===== src/rtl/pipeline_pkg.sv =====
// Shared encodings for the 5-stage pipeline hazard logic: opcode/aluop
// constants, instruction field positions and the multdiv sequencer states.
package pipeline_pkg;

    localparam logic [4:0] OP_R    = 5'b00000;
    localparam logic [4:0] OP_ADDI = 5'b00101;
    localparam logic [4:0] OP_LW   = 5'b01000;
    localparam logic [4:0] OP_SW   = 5'b00111;
    localparam logic [4:0] OP_BNE  = 5'b00010;
    localparam logic [4:0] OP_BLT  = 5'b00110;
    localparam logic [4:0] OP_JR   = 5'b00100;

    localparam logic [4:0] ALU_MUL = 5'b00110;
    localparam logic [4:0] ALU_DIV = 5'b00111;

    localparam int OPC_HI = 31;
    localparam int OPC_LO = 27;
    localparam int RD_HI  = 26;
    localparam int RD_LO  = 22;
    localparam int RS_HI  = 21;
    localparam int RS_LO  = 17;
    localparam int RT_HI  = 16;
    localparam int RT_LO  = 12;
    localparam int ALU_HI = 6;
    localparam int ALU_LO = 2;

    typedef enum logic {
        IDLE = 1'b0,
        WAIT = 1'b1
    } md_state_t;

endpackage


===== src/rtl/src_decode.sv =====
// Extracts the register sources and hazard-relevant attributes of one
// instruction; unused source slots read as register 0.
module src_decode
    import pipeline_pkg::*;
(
    input  logic [31:0] ir,
    output logic [4:0]  src1,
    output logic [4:0]  src2,
    output logic [4:0]  rd,
    output logic        is_lw,
    output logic        is_md,
    output logic        md_op
);

    logic [4:0] opcode;
    logic [4:0] rs;
    logic [4:0] rt;
    logic [4:0] aluop;

    assign opcode = ir[OPC_HI:OPC_LO];
    assign rd     = ir[RD_HI:RD_LO];
    assign rs     = ir[RS_HI:RS_LO];
    assign rt     = ir[RT_HI:RT_LO];
    assign aluop  = ir[ALU_HI:ALU_LO];

    always_comb begin
        src1 = 5'd0;
        src2 = 5'd0;
        case (opcode)
            OP_R: begin
                src1 = rs;
                src2 = rt;
            end
            OP_ADDI, OP_LW: src1 = rs;
            // Stores and branches read rd as a data/compare source.
            OP_SW, OP_BNE, OP_BLT: begin
                src1 = rd;
                src2 = rs;
            end
            OP_JR: src1 = rd;
            default: begin
                src1 = 5'd0;
                src2 = 5'd0;
            end
        endcase
    end

    assign is_lw = (opcode == OP_LW);
    assign is_md = (opcode == OP_R) && ((aluop == ALU_MUL) || (aluop == ALU_DIV));
    assign md_op = aluop[0];

endmodule


===== src/rtl/pipeline_stall_ctrl.sv =====
// Stall/bubble sequencer: load-use detection between decode and execute plus
// the multdiv start/wait/release state machine with a timeout guard.
module pipeline_stall_ctrl
    import pipeline_pkg::*;
#(
    parameter int MD_TIMEOUT = 40
) (
    input  logic        clock,
    input  logic        reset_n,
    input  logic [31:0] decodeIR,
    input  logic [31:0] executeIR,
    input  logic        md_ready,
    input  logic        md_exception,
    output logic        stall_fd,
    output logic        bubble_dx,
    output logic        stall_dx,
    output logic        bubble_xm,
    output logic        md_start,
    output logic        md_op,
    output logic        md_exc,
    output logic        md_timeout,
    output logic        dbg_state
);

    localparam int CNT_W = $clog2(MD_TIMEOUT + 1);
    localparam logic [CNT_W-1:0] CNT_LAST = CNT_W'(MD_TIMEOUT - 1);
    localparam logic [CNT_W-1:0] CNT_MAX  = CNT_W'(MD_TIMEOUT);

    logic [4:0] dec_src1, dec_src2, dec_rd;
    logic       dec_is_lw, dec_is_md, dec_md_op;
    logic [4:0] ex_src1, ex_src2, ex_rd;
    logic       ex_is_lw, ex_is_md, ex_md_op;

    src_decode u_dec (
        .ir    (decodeIR),
        .src1  (dec_src1),
        .src2  (dec_src2),
        .rd    (dec_rd),
        .is_lw (dec_is_lw),
        .is_md (dec_is_md),
        .md_op (dec_md_op)
    );

    src_decode u_ex (
        .ir    (executeIR),
        .src1  (ex_src1),
        .src2  (ex_src2),
        .rd    (ex_rd),
        .is_lw (ex_is_lw),
        .is_md (ex_is_md),
        .md_op (ex_md_op)
    );

    md_state_t        state, state_next;
    logic [CNT_W-1:0] cnt, cnt_next;
    logic             timeout_q;
    logic             timeout_set;
    logic             md_stall;
    logic             start;
    logic             exc;
    logic             load_use;

    // ex_rd is nonzero, so a zero source slot can never produce a match.
    assign load_use = ex_is_lw && (ex_rd != 5'd0) &&
                      ((dec_src1 == ex_rd) || (dec_src2 == ex_rd));

    always_ff @(posedge clock or negedge reset_n) begin
        if (!reset_n) begin
            state     <= IDLE;
            cnt       <= '0;
            timeout_q <= 1'b0;
        end else begin
            state <= state_next;
            cnt   <= cnt_next;
            if (timeout_set) timeout_q <= 1'b1;
        end
    end

    always_comb begin
        state_next  = state;
        cnt_next    = cnt;
        timeout_set = 1'b0;
        md_stall    = 1'b0;
        start       = 1'b0;
        exc         = 1'b0;
        case (state)
            IDLE: begin
                if (ex_is_md) begin
                    start      = 1'b1;
                    md_stall   = 1'b1;
                    cnt_next   = '0;
                    state_next = WAIT;
                end
            end
            WAIT: begin
                if (md_ready) begin
                    exc        = md_exception;
                    cnt_next   = '0;
                    state_next = IDLE;
                end else if (cnt == CNT_LAST) begin
                    timeout_set = 1'b1;
                    cnt_next    = '0;
                    state_next  = IDLE;
                end else begin
                    md_stall = 1'b1;
                    cnt_next = (cnt == CNT_MAX) ? cnt : cnt + 1'b1;
                end
            end
            default: state_next = IDLE;
        endcase
    end

    // Every output is forced low while reset_n is asserted.
    assign stall_fd   = reset_n & (md_stall | load_use);
    assign bubble_dx  = reset_n & load_use & ~md_stall;
    assign stall_dx   = reset_n & md_stall;
    assign bubble_xm  = reset_n & md_stall;
    assign md_start   = reset_n & start;
    assign md_op      = reset_n & start & ex_md_op;
    assign md_exc     = reset_n & exc;
    assign md_timeout = reset_n & timeout_q;
    assign dbg_state  = reset_n & (state == WAIT);

endmodule

===== config.mk =====
export PLATFORM = sky130hd
export DESIGN_NAME = pipeline_stall_ctrl
export DESIGN_NICKNAME = d
export VERILOG_FILES = /design/src/rtl/pipeline_pkg.sv /design/src/rtl/src_decode.sv /design/src/rtl/pipeline_stall_ctrl.sv
export SDC_FILE = /design/constraint.sdc
export NUM_CORES = 1
export LEC_CHECK = 0
export CAP_MARGIN = 20
export CORE_MARGIN = 2
export CORE_UTILIZATION = 29
export CTS_CLUSTER_SIZE = 24
export DETAILED_ROUTE_END_ITERATION = 6
export PLACE_DENSITY = 0.76
export SLEW_MARGIN = 20
export SYNTH_ARGS = -nofsm -noshare
export SYNTH_HDL_FRONTEND = slang
export SYNTH_SLANG_ARGS = --single-unit

===== constraint.sdc =====
create_clock -name clock -period 3.7 [get_ports clock]
set_input_delay 0.555 -clock clock [delete_from_list [all_inputs] [get_ports clock]]
set_output_delay 0.555 -clock clock [all_outputs]
set_load 0.005 [all_outputs]

==> summary.md, run 1 <==
The tools report the cts-stage hold buffer count as 0. The run gives 92 as the post-synthesis instance total. The tools report the worst relative slew slack as 0.7228. The run gives 0 as the number of remaining DRC errors. After global routing the overflow that remains totals 0. The worst path required time was 3.14 ns. Counting every net in the synthesized netlist gives 162.

The distinct cell type count of the synthesized netlist is 38. The path with the worst hold slack has its endpoint at timeout_q. The tools report the insertion delay of the later-clocked pin in the worst-skew pair as 0.25 ns.

The total die area was 3406 µm²; the number of buffers created by CTS was 3. The number of enable flip-flop cells after synthesis came out at 0. The fraction of registers with async set/reset is 1.000, and the detailed placer's ending HPWL is 2065 µm. The clock net in this run drives a total of 8 sinks. The number of warning messages in the yosys log is 0. STA puts the critical path data arrival time at 3.02 ns. Dividing the synthesized area by the synthesized cell count gives 9.316 µm². The CTS clock-pin slew for the worst setup and hold paths was 0.06 ns. Synthesis inferred 8 register bits. The logs give 0.1680 ns for the worst slack at placement and 267 for the fill cell total of the finished layout. The endpoint type of the worst setup path is an output port.

Fraction of final layout cells with drive strength greater than 1: 0.1644. The run gives 857.1 µm² as the post-synthesis cell area. The tools report the count of pins over their slew limit as 0. After routing, the total negative slack on setup checks comes to 0 ns.

The largest fanout of any net on the critical path was 5. The via count of the first global-routing pass is 965. The number of buffers between clock root and the deepest sink was 2. The final-report hold violation count came out at 0.

H-tree depth reported by CTS: 1. The region available for standard cell placement spans 2781 µm². The post-layout worst setup margin is 0.1292 ns, and the final worst clock skew is 0.007820 ns.

Entering global routing, the biggest net connects 11 pins. 0 antenna diodes ended up in the layout. Setup violations remaining at the end of the flow were counted as 0. The shortest period the worst path allows is 3.571 ns, and the length of the first detailed-routing pass in iterations is 4. The tools report the via count as 939. The share of the clock period used by the worst path is 0.9651. The clock root buffer is sky130_fd_sc_hd__clkbuf_4. Starting utilization of the core area: 0.3081. The post-synthesis sequential area ratio was 0.2336; the setup slack on the worst flop-to-flop path was 2.18 ns.

The number of cells on the worst hold path is 1. Largest area contributor in the netlist: sky130_fd_sc_hd__dfrtp_1. The portion of synthesized cell area occupied by the leading cell type came out at 0.2336. In the final routed layout, each cell accounts on average for 14.16 µm.

The maximum ir drop on the vdd rail was 142.1 µV; the leakage power summed over all cells was 0.5172 nW. The tools report the endpoint of the most critical register-to-register path as cnt[0]. Sorting the synthesized cells by area gives the leading types as sky130_fd_sc_hd__dfrtp_1, sky130_fd_sc_hd__xnor2_1, sky130_fd_sc_hd__nor4_4, sky130_fd_sc_hd__a22oi_2, sky130_fd_sc_hd__a32oi_1.

The average via count per standard cell is 5.305, and the total of max-cap violations is 0. For the final layout net count, the log shows 218. The number of cells on the worst reg-to-reg path is 4. The commonest cells after synthesis are sky130_fd_sc_hd__xnor2_1, sky130_fd_sc_hd__dfrtp_1, sky130_fd_sc_hd__nand2_1. For the count of boundary I/O pins, the log shows 77. In this run the most critical hold path is launched from timeout_q.

The logs give 0.8944 for the last weighted congestion value of the routability-driven placer and 0 for the number of nets with antenna violations after detailed routing. The global-route usage over all layers was 0.1583; the post-detailed-routing wire length was 2507 µm. The initial antenna violation count was 0; the number of DRC markers after the initial detailed-route iteration was 28.

The first global-routing pass estimated 4209 µm of wire. Static timing analysis puts the maximum clock frequency at 280.0 MHz. The startpoint class of the critical path was a primary input. The flow ran to the end, and the final reports show no timing, DRC or antenna violations. The signed area change from the synthesized netlist to the final layout came out at 65.84%. Height of the die: 58.37 µm. The startpoint identified for the worst register-to-register timing path is state. After floorplanning, the core was divided into 19 placement rows.

The class of the most critical hold timing path was reg2reg. The slew at the pin closest to its max-slew limit works out to 0.4149 ns. The critical path class was in2out. Leading register cell type out of synthesis: sky130_fd_sc_hd__dfrtp_1. The floorplan step set the die width to 58.37 µm.

Count of buffers inserted at the top-level ports: 47. TritonCTS built the clock tree. Total power density per cell area: 186.6 nW/µm². The most instantiated library cell after synthesis was sky130_fd_sc_hd__xnor2_1.
per-layer routing:
layer / up-vias / global-route usage / routed length (µm)
met5: - / 0 / 0
met4: 0 / 0.04319 / 0
met3: 0 / 0.03956 / 157
met2: 41 / 0.2809 / 1294
met1: 442 / 0.1888 / 1055
li1: 456 / - / -
timing repair:
item                       in CTS  in global routing
setup endpoints to repair       0                  2
gates resized for setup         0                  1
setup buffers                   0                  3
how the worst max path moves through the flow:
stage,from,end,slack (ns)
4_1_cts,decodeIR[29],bubble_dx,0.15
5_1_grt,decodeIR[27],stall_fd,-0.01
3_3_place_gp,decodeIR[29],bubble_dx,0.17
2_1_floorplan,decodeIR[27],bubble_dx,1.30
3_5_place_dp,decodeIR[29],stall_fd,0.17
6_report,decodeIR[27],stall_fd,0.13
report_power, final:
part | internal, mW | switching [mW] | leakage [nW]
sequential | 0.0922 | 0.00252 | 0.104
clock | 0.0371 | 0.0291 | 0.0138
combinational | 0.0596 | 0.0447 | 0.399
cells by family after synthesis:
group / share of synthesized area
AO/OA/AOI/OAI: 0.2686
XOR/XNOR: 0.1226
adder cells (fa/ha/maj): 0.04233
buffers and inverters: 0.02190
flip-flops: 0.2336
AND/OR/NAND/NOR: 0.3110
final cells by class:
cell class	instances	area [µm²]	area share
Tap cell	31	38.79	0.02729
Multi-Input combinational cell	80	638.1	0.4489
Inverter	3	11.26	0.007923
Clock buffer	3	22.52	0.01585
Timing Repair Buffer	52	510.5	0.3592
Sequential cell	8	200.2	0.1408
layout by cell type, fill, tap and decap left out, types with 2 or more instances in the layout:
| master | netlist | final |
|---|---|---|
| sky130_fd_sc_hd__dfrtp_1 | 8 | 8 |
| sky130_fd_sc_hd__xnor2_1 | 10 | 10 |
| sky130_fd_sc_hd__clkdlybuf4s50_1 | 0 | 46 |
| sky130_fd_sc_hd__nand3_1 | 4 | 4 |
| sky130_fd_sc_hd__nor2_1 | 4 | 4 |
| sky130_fd_sc_hd__xor2_1 | 2 | 2 |
| sky130_fd_sc_hd__buf_4 | 1 | 5 |
| sky130_fd_sc_hd__nor3_2 | 2 | 2 |
| sky130_fd_sc_hd__nor3_1 | 2 | 2 |
| sky130_fd_sc_hd__ha_1 | 2 | 2 |
| sky130_fd_sc_hd__nor2b_1 | 3 | 3 |
| sky130_fd_sc_hd__and2_1 | 5 | 5 |
| sky130_fd_sc_hd__a21oi_1 | 3 | 3 |
| sky130_fd_sc_hd__a32oi_1 | 4 | 4 |
| sky130_fd_sc_hd__nor4_4 | 2 | 2 |
| sky130_fd_sc_hd__clkbuf_4 | 0 | 3 |
| sky130_fd_sc_hd__a22oi_1 | 3 | 3 |
| sky130_fd_sc_hd__a22oi_2 | 3 | 3 |
| sky130_fd_sc_hd__inv_1 | 3 | 3 |
| sky130_fd_sc_hd__o21ai_0 | 5 | 5 |
| sky130_fd_sc_hd__nand2_1 | 7 | 7 |
stage by stage:
step           utilization  instance area (µm²)  power (mW)  std cells  hold slack (ns)
5_1_grt             0.5110                 1421      0.2828        177           0.4860
2_1_floorplan            -                857.1      0.1373         92           0.2594
3_3_place_gp        0.4939                 1374      0.1952        171           0.4499
4_1_cts             0.5020                 1396      0.2678        174           0.4744
6_report            0.5110                 1421      0.2653        177           0.4675
3_5_place_dp        0.4939                 1374      0.1995        171           0.4583
worst max-delay path, cell delays in order:
cell and delay (ns):
sky130_fd_sc_hd__clkdlybuf4s50_1 0.44, sky130_fd_sc_hd__or2_4 0.29, sky130_fd_sc_hd__nor4_4 0.24, sky130_fd_sc_hd__buf_4 0.18
sky130_fd_sc_hd__a22oi_1 0.10, sky130_fd_sc_hd__xnor2_1 0.14, sky130_fd_sc_hd__nor4_2 0.32, sky130_fd_sc_hd__a22oi_2 0.11
sky130_fd_sc_hd__o21bai_2 0.11, sky130_fd_sc_hd__clkdlybuf4s50_1 0.52
state kept, by name (all words and copies together) (netlist names):
name	flops
cnt	6
timeout_q	1
state	1
(Power assumes the default switching activity.)
==> run 2, diff against run 1 <==
Settings changed: CORE_MARGIN 2 to 5.
==> summary.md, run 2 (synthesis gave the netlist of run 1 again) <==
Average routed wire per standard cell: 14.32 µm (+1.1%). STA classifies the critical path endpoint as an output port. The setup slack on the worst flop-to-flop path is 2.18 ns (about the same), and the last weighted congestion value of the routability-driven placer is 0.8590 (-4.0%).

The tools report the final-report hold violation count as 0 (unchanged). TritonCTS built the clock tree. The library cells used most frequently in the layout, excluding fill and tap cells, are sky130_fd_sc_hd__clkdlybuf4s50_1, sky130_fd_sc_hd__xnor2_1, sky130_fd_sc_hd__dfrtp_1.

The first-pass GRT wire length is 4312 µm (+2.4%). In this run the critical register-to-register path is launched from state. Count of standard-cell rows: 19 (unchanged). The tools report the worst path required time as 3.14 ns (about the same). The run gives 3.01 ns (about the same) as the endpoint arrival time on the critical path. The tools report the initial antenna violation count as 0 (unchanged).

Startpoint of the tightest hold check path: timeout_q. The run gives 0 (unchanged) as the number of remaining DRC errors. Fraction of final layout cells with drive strength greater than 1: 0.1528 (-0.01161).

The core footprint was 2805 µm² (+0.85%). The final layout net count is 216 (-0.92%). The leakage power summed over all cells came out at 0.5251 nW (+1.5%). The count of boundary I/O pins is 77 (unchanged), and the pin count of the biggest net entering global routing is 11 (unchanged).

The largest fanout of any net on the critical path is 5 (unchanged), and the number of DRC markers after the initial detailed-route iteration is 24 (-14%). The final worst clock skew was 0.0003639 ns (-0.007456 ns). End point of the most critical hold path: timeout_q.

The worst slack at placement is 0.1850 ns (+0.01700 ns). The total grt overflow came out at 0 (unchanged). The tools report the number of sinks driven by the clock tree as 8 (unchanged). The tools report the insertion delay of the later-clocked pin in the worst-skew pair as 0.25 ns (about the same). The total setup violations reported at the end of the flow was 0 (unchanged); the post-detailed-routing wire length was 2506 µm (about the same).

The critical path class is in2out. The endpoint of the most critical register-to-register path was cnt[4]. The tools report the number of antenna diodes as 0 (unchanged). The worst relative slew slack was 0.7249 (+0.002079). The number of cells on the worst reg-to-reg path came out at 4 (unchanged).

The tools report the starting utilization of the core area as 0.3055 (-0.002611). The via count of the first global-routing pass came out at 974 (+0.93%). The startpoint class of the critical path is a primary input. The fill cell total of the finished layout is 270 (+1.1%), and the H-tree depth reported by CTS is 1 (unchanged).

The shortest period the worst path allows is 3.562 ns (-0.008681 ns), and the number of nets with antenna violations after detailed routing is 0 (unchanged). The run finished with clean final reports. The height of the die works out to 64.37 µm (+10%).

The post-layout worst setup margin was 0.1379 ns (+0.008681 ns); the number of cells on the worst hold path was 1 (unchanged). Ranked by flip-flop count, first place goes to cnt. The achievable clock frequency is 280.7 MHz (+0.24%). The multi-input gate area in the final layout was 638.1 µm² (unchanged); the cts-stage hold buffer count was 0 (unchanged). The slew at the pin closest to its max-slew limit works out to 0.4118 ns (-0.003112 ns). The root buffer cell chosen for the clock tree is sky130_fd_sc_hd__clkbuf_4.

The count of buffers inserted at the top-level ports works out to 47 (unchanged). The number of flip-flops in the largest register is 6 (unchanged). Compared with the post-synthesis result, the final layout area differs by 64.38%. The detailed placer's ending HPWL was 2168 µm (+5.0%); the number of buffers between clock root and the deepest sink was 2 (unchanged). For the via count, the log shows 925 (-1.5%). The largest registers in the layout are cnt (6), state (1), timeout_q (1). The tightest hold margin was 0.4715 ns (+0.003945 ns). The run gives 112.8 µV (-21%) as the maximum ir drop on the vdd rail. The area used by sequential logic in the layout came out at 200.2 µm² (unchanged). The library cell used most frequently in the layout, excluding fill and tap cells, is sky130_fd_sc_hd__clkdlybuf4s50_1. The total die area came out at 4143 µm² (+22%). For the number of buffers created by CTS, the log shows 3 (unchanged). The share of the clock period used by the worst path is 0.9627 (-0.002346), and the total power density per cell area is 186.7 nW/µm² (about the same).

The average via count per standard cell is 5.286 (-0.37%), and the count of pins over their slew limit is 0 (unchanged). The CTS clock-pin slew for the worst setup and hold paths works out to 0.05 ns (about the same). Class of the most critical hold timing path: reg2reg.

The horizontal die dimension is 64.37 µm (+10%). The length of the first detailed-routing pass in iterations was 4 (unchanged); the total of max-cap violations was 0 (unchanged). The run gives 0.1274 (-0.03095) as the global-route usage over all layers.
-- run 2: cell types whose count changed in the layout (fill, tap and decap cells not counted) --
cell / delta
sky130_fd_sc_hd__dlymetal6s2s_1: +1
sky130_fd_sc_hd__buf_4: -2
sky130_fd_sc_hd__clkdlybuf4s50_1: -1
-- run 2: worst max-delay path: stages --
cell	delay, ns
sky130_fd_sc_hd__clkdlybuf4s50_1	0.44
sky130_fd_sc_hd__or2_4	0.29
sky130_fd_sc_hd__nor4_4	0.25
sky130_fd_sc_hd__buf_4	0.19
sky130_fd_sc_hd__a22oi_1	0.10
sky130_fd_sc_hd__xnor2_1	0.15
sky130_fd_sc_hd__nor4_2	0.30
sky130_fd_sc_hd__a22oi_2	0.11
sky130_fd_sc_hd__o21bai_2	0.12
sky130_fd_sc_hd__clkdlybuf4s50_1	0.51
-- run 2: how the worst max path moves through the flow --
stage                 startpoint         to  slack [ns]
finish              decodeIR[27]   stall_fd        0.14
global route        decodeIR[27]   stall_fd       -0.01
CTS                 decodeIR[29]  bubble_dx        0.16
detailed placement  decodeIR[29]  bubble_dx        0.19
global placement    decodeIR[29]  bubble_dx        0.17
floorplan           decodeIR[27]  bubble_dx        1.30
-- run 2: metal layers --
| layer | vias up | routed length [µm] | global-route usage |
|---|---|---|---|
| met4 | 0 | 17 | 0.03166 |
| met1 | 429 | 1047 | 0.1547 |
| li1 | 456 | - | - |
| met5 | - | 0 | 0 |
| met3 | 2 | 149 | 0.02277 |
| met2 | 38 | 1292 | 0.2307 |
-- run 2: cell type report --
cell class	instances	area share
multi-input cells	80	0.4529
repair buffers	50	0.3535
flip-flops and latches	8	0.1421
well taps	31	0.02753
clock buffers	3	0.01599
inverters	3	0.007993
-- run 2: through the flow --
| stage | setup TNS [ns] | std cells | utilization | instance area [µm²] | total power [mW] |
|---|---|---|---|---|---|
| after floorplan | 0 | 92 | - | 857.1 | 0.1373 |
| after global placement | 0 | 171 | 0.4897 | 1374 | 0.1948 |
| after detailed placement | 0 | 171 | 0.4897 | 1374 | 0.1984 |
| after CTS | 0 | 174 | 0.4978 | 1396 | 0.2666 |
| after global routing | -0.01407 | 175 | 0.5022 | 1409 | 0.2816 |
| final | 0 | 175 | 0.5022 | 1409 | 0.2630 |
-- run 2: what timing repair did --
action                                  4_1_cts  5_1_grt
gates resized for setup                       0        2
setup buffers                                 0        1
endpoints found under the setup margin        0        1
-- run 2: report_power, final --
group	leakage, nW	switching (mW)	internal (mW)	total (mW)
combinational	0.407	0.0430	0.0591	0.102
clock	0.0138	0.0290	0.0371	0.0661
sequential	0.104	0.00258	0.0922	0.0948
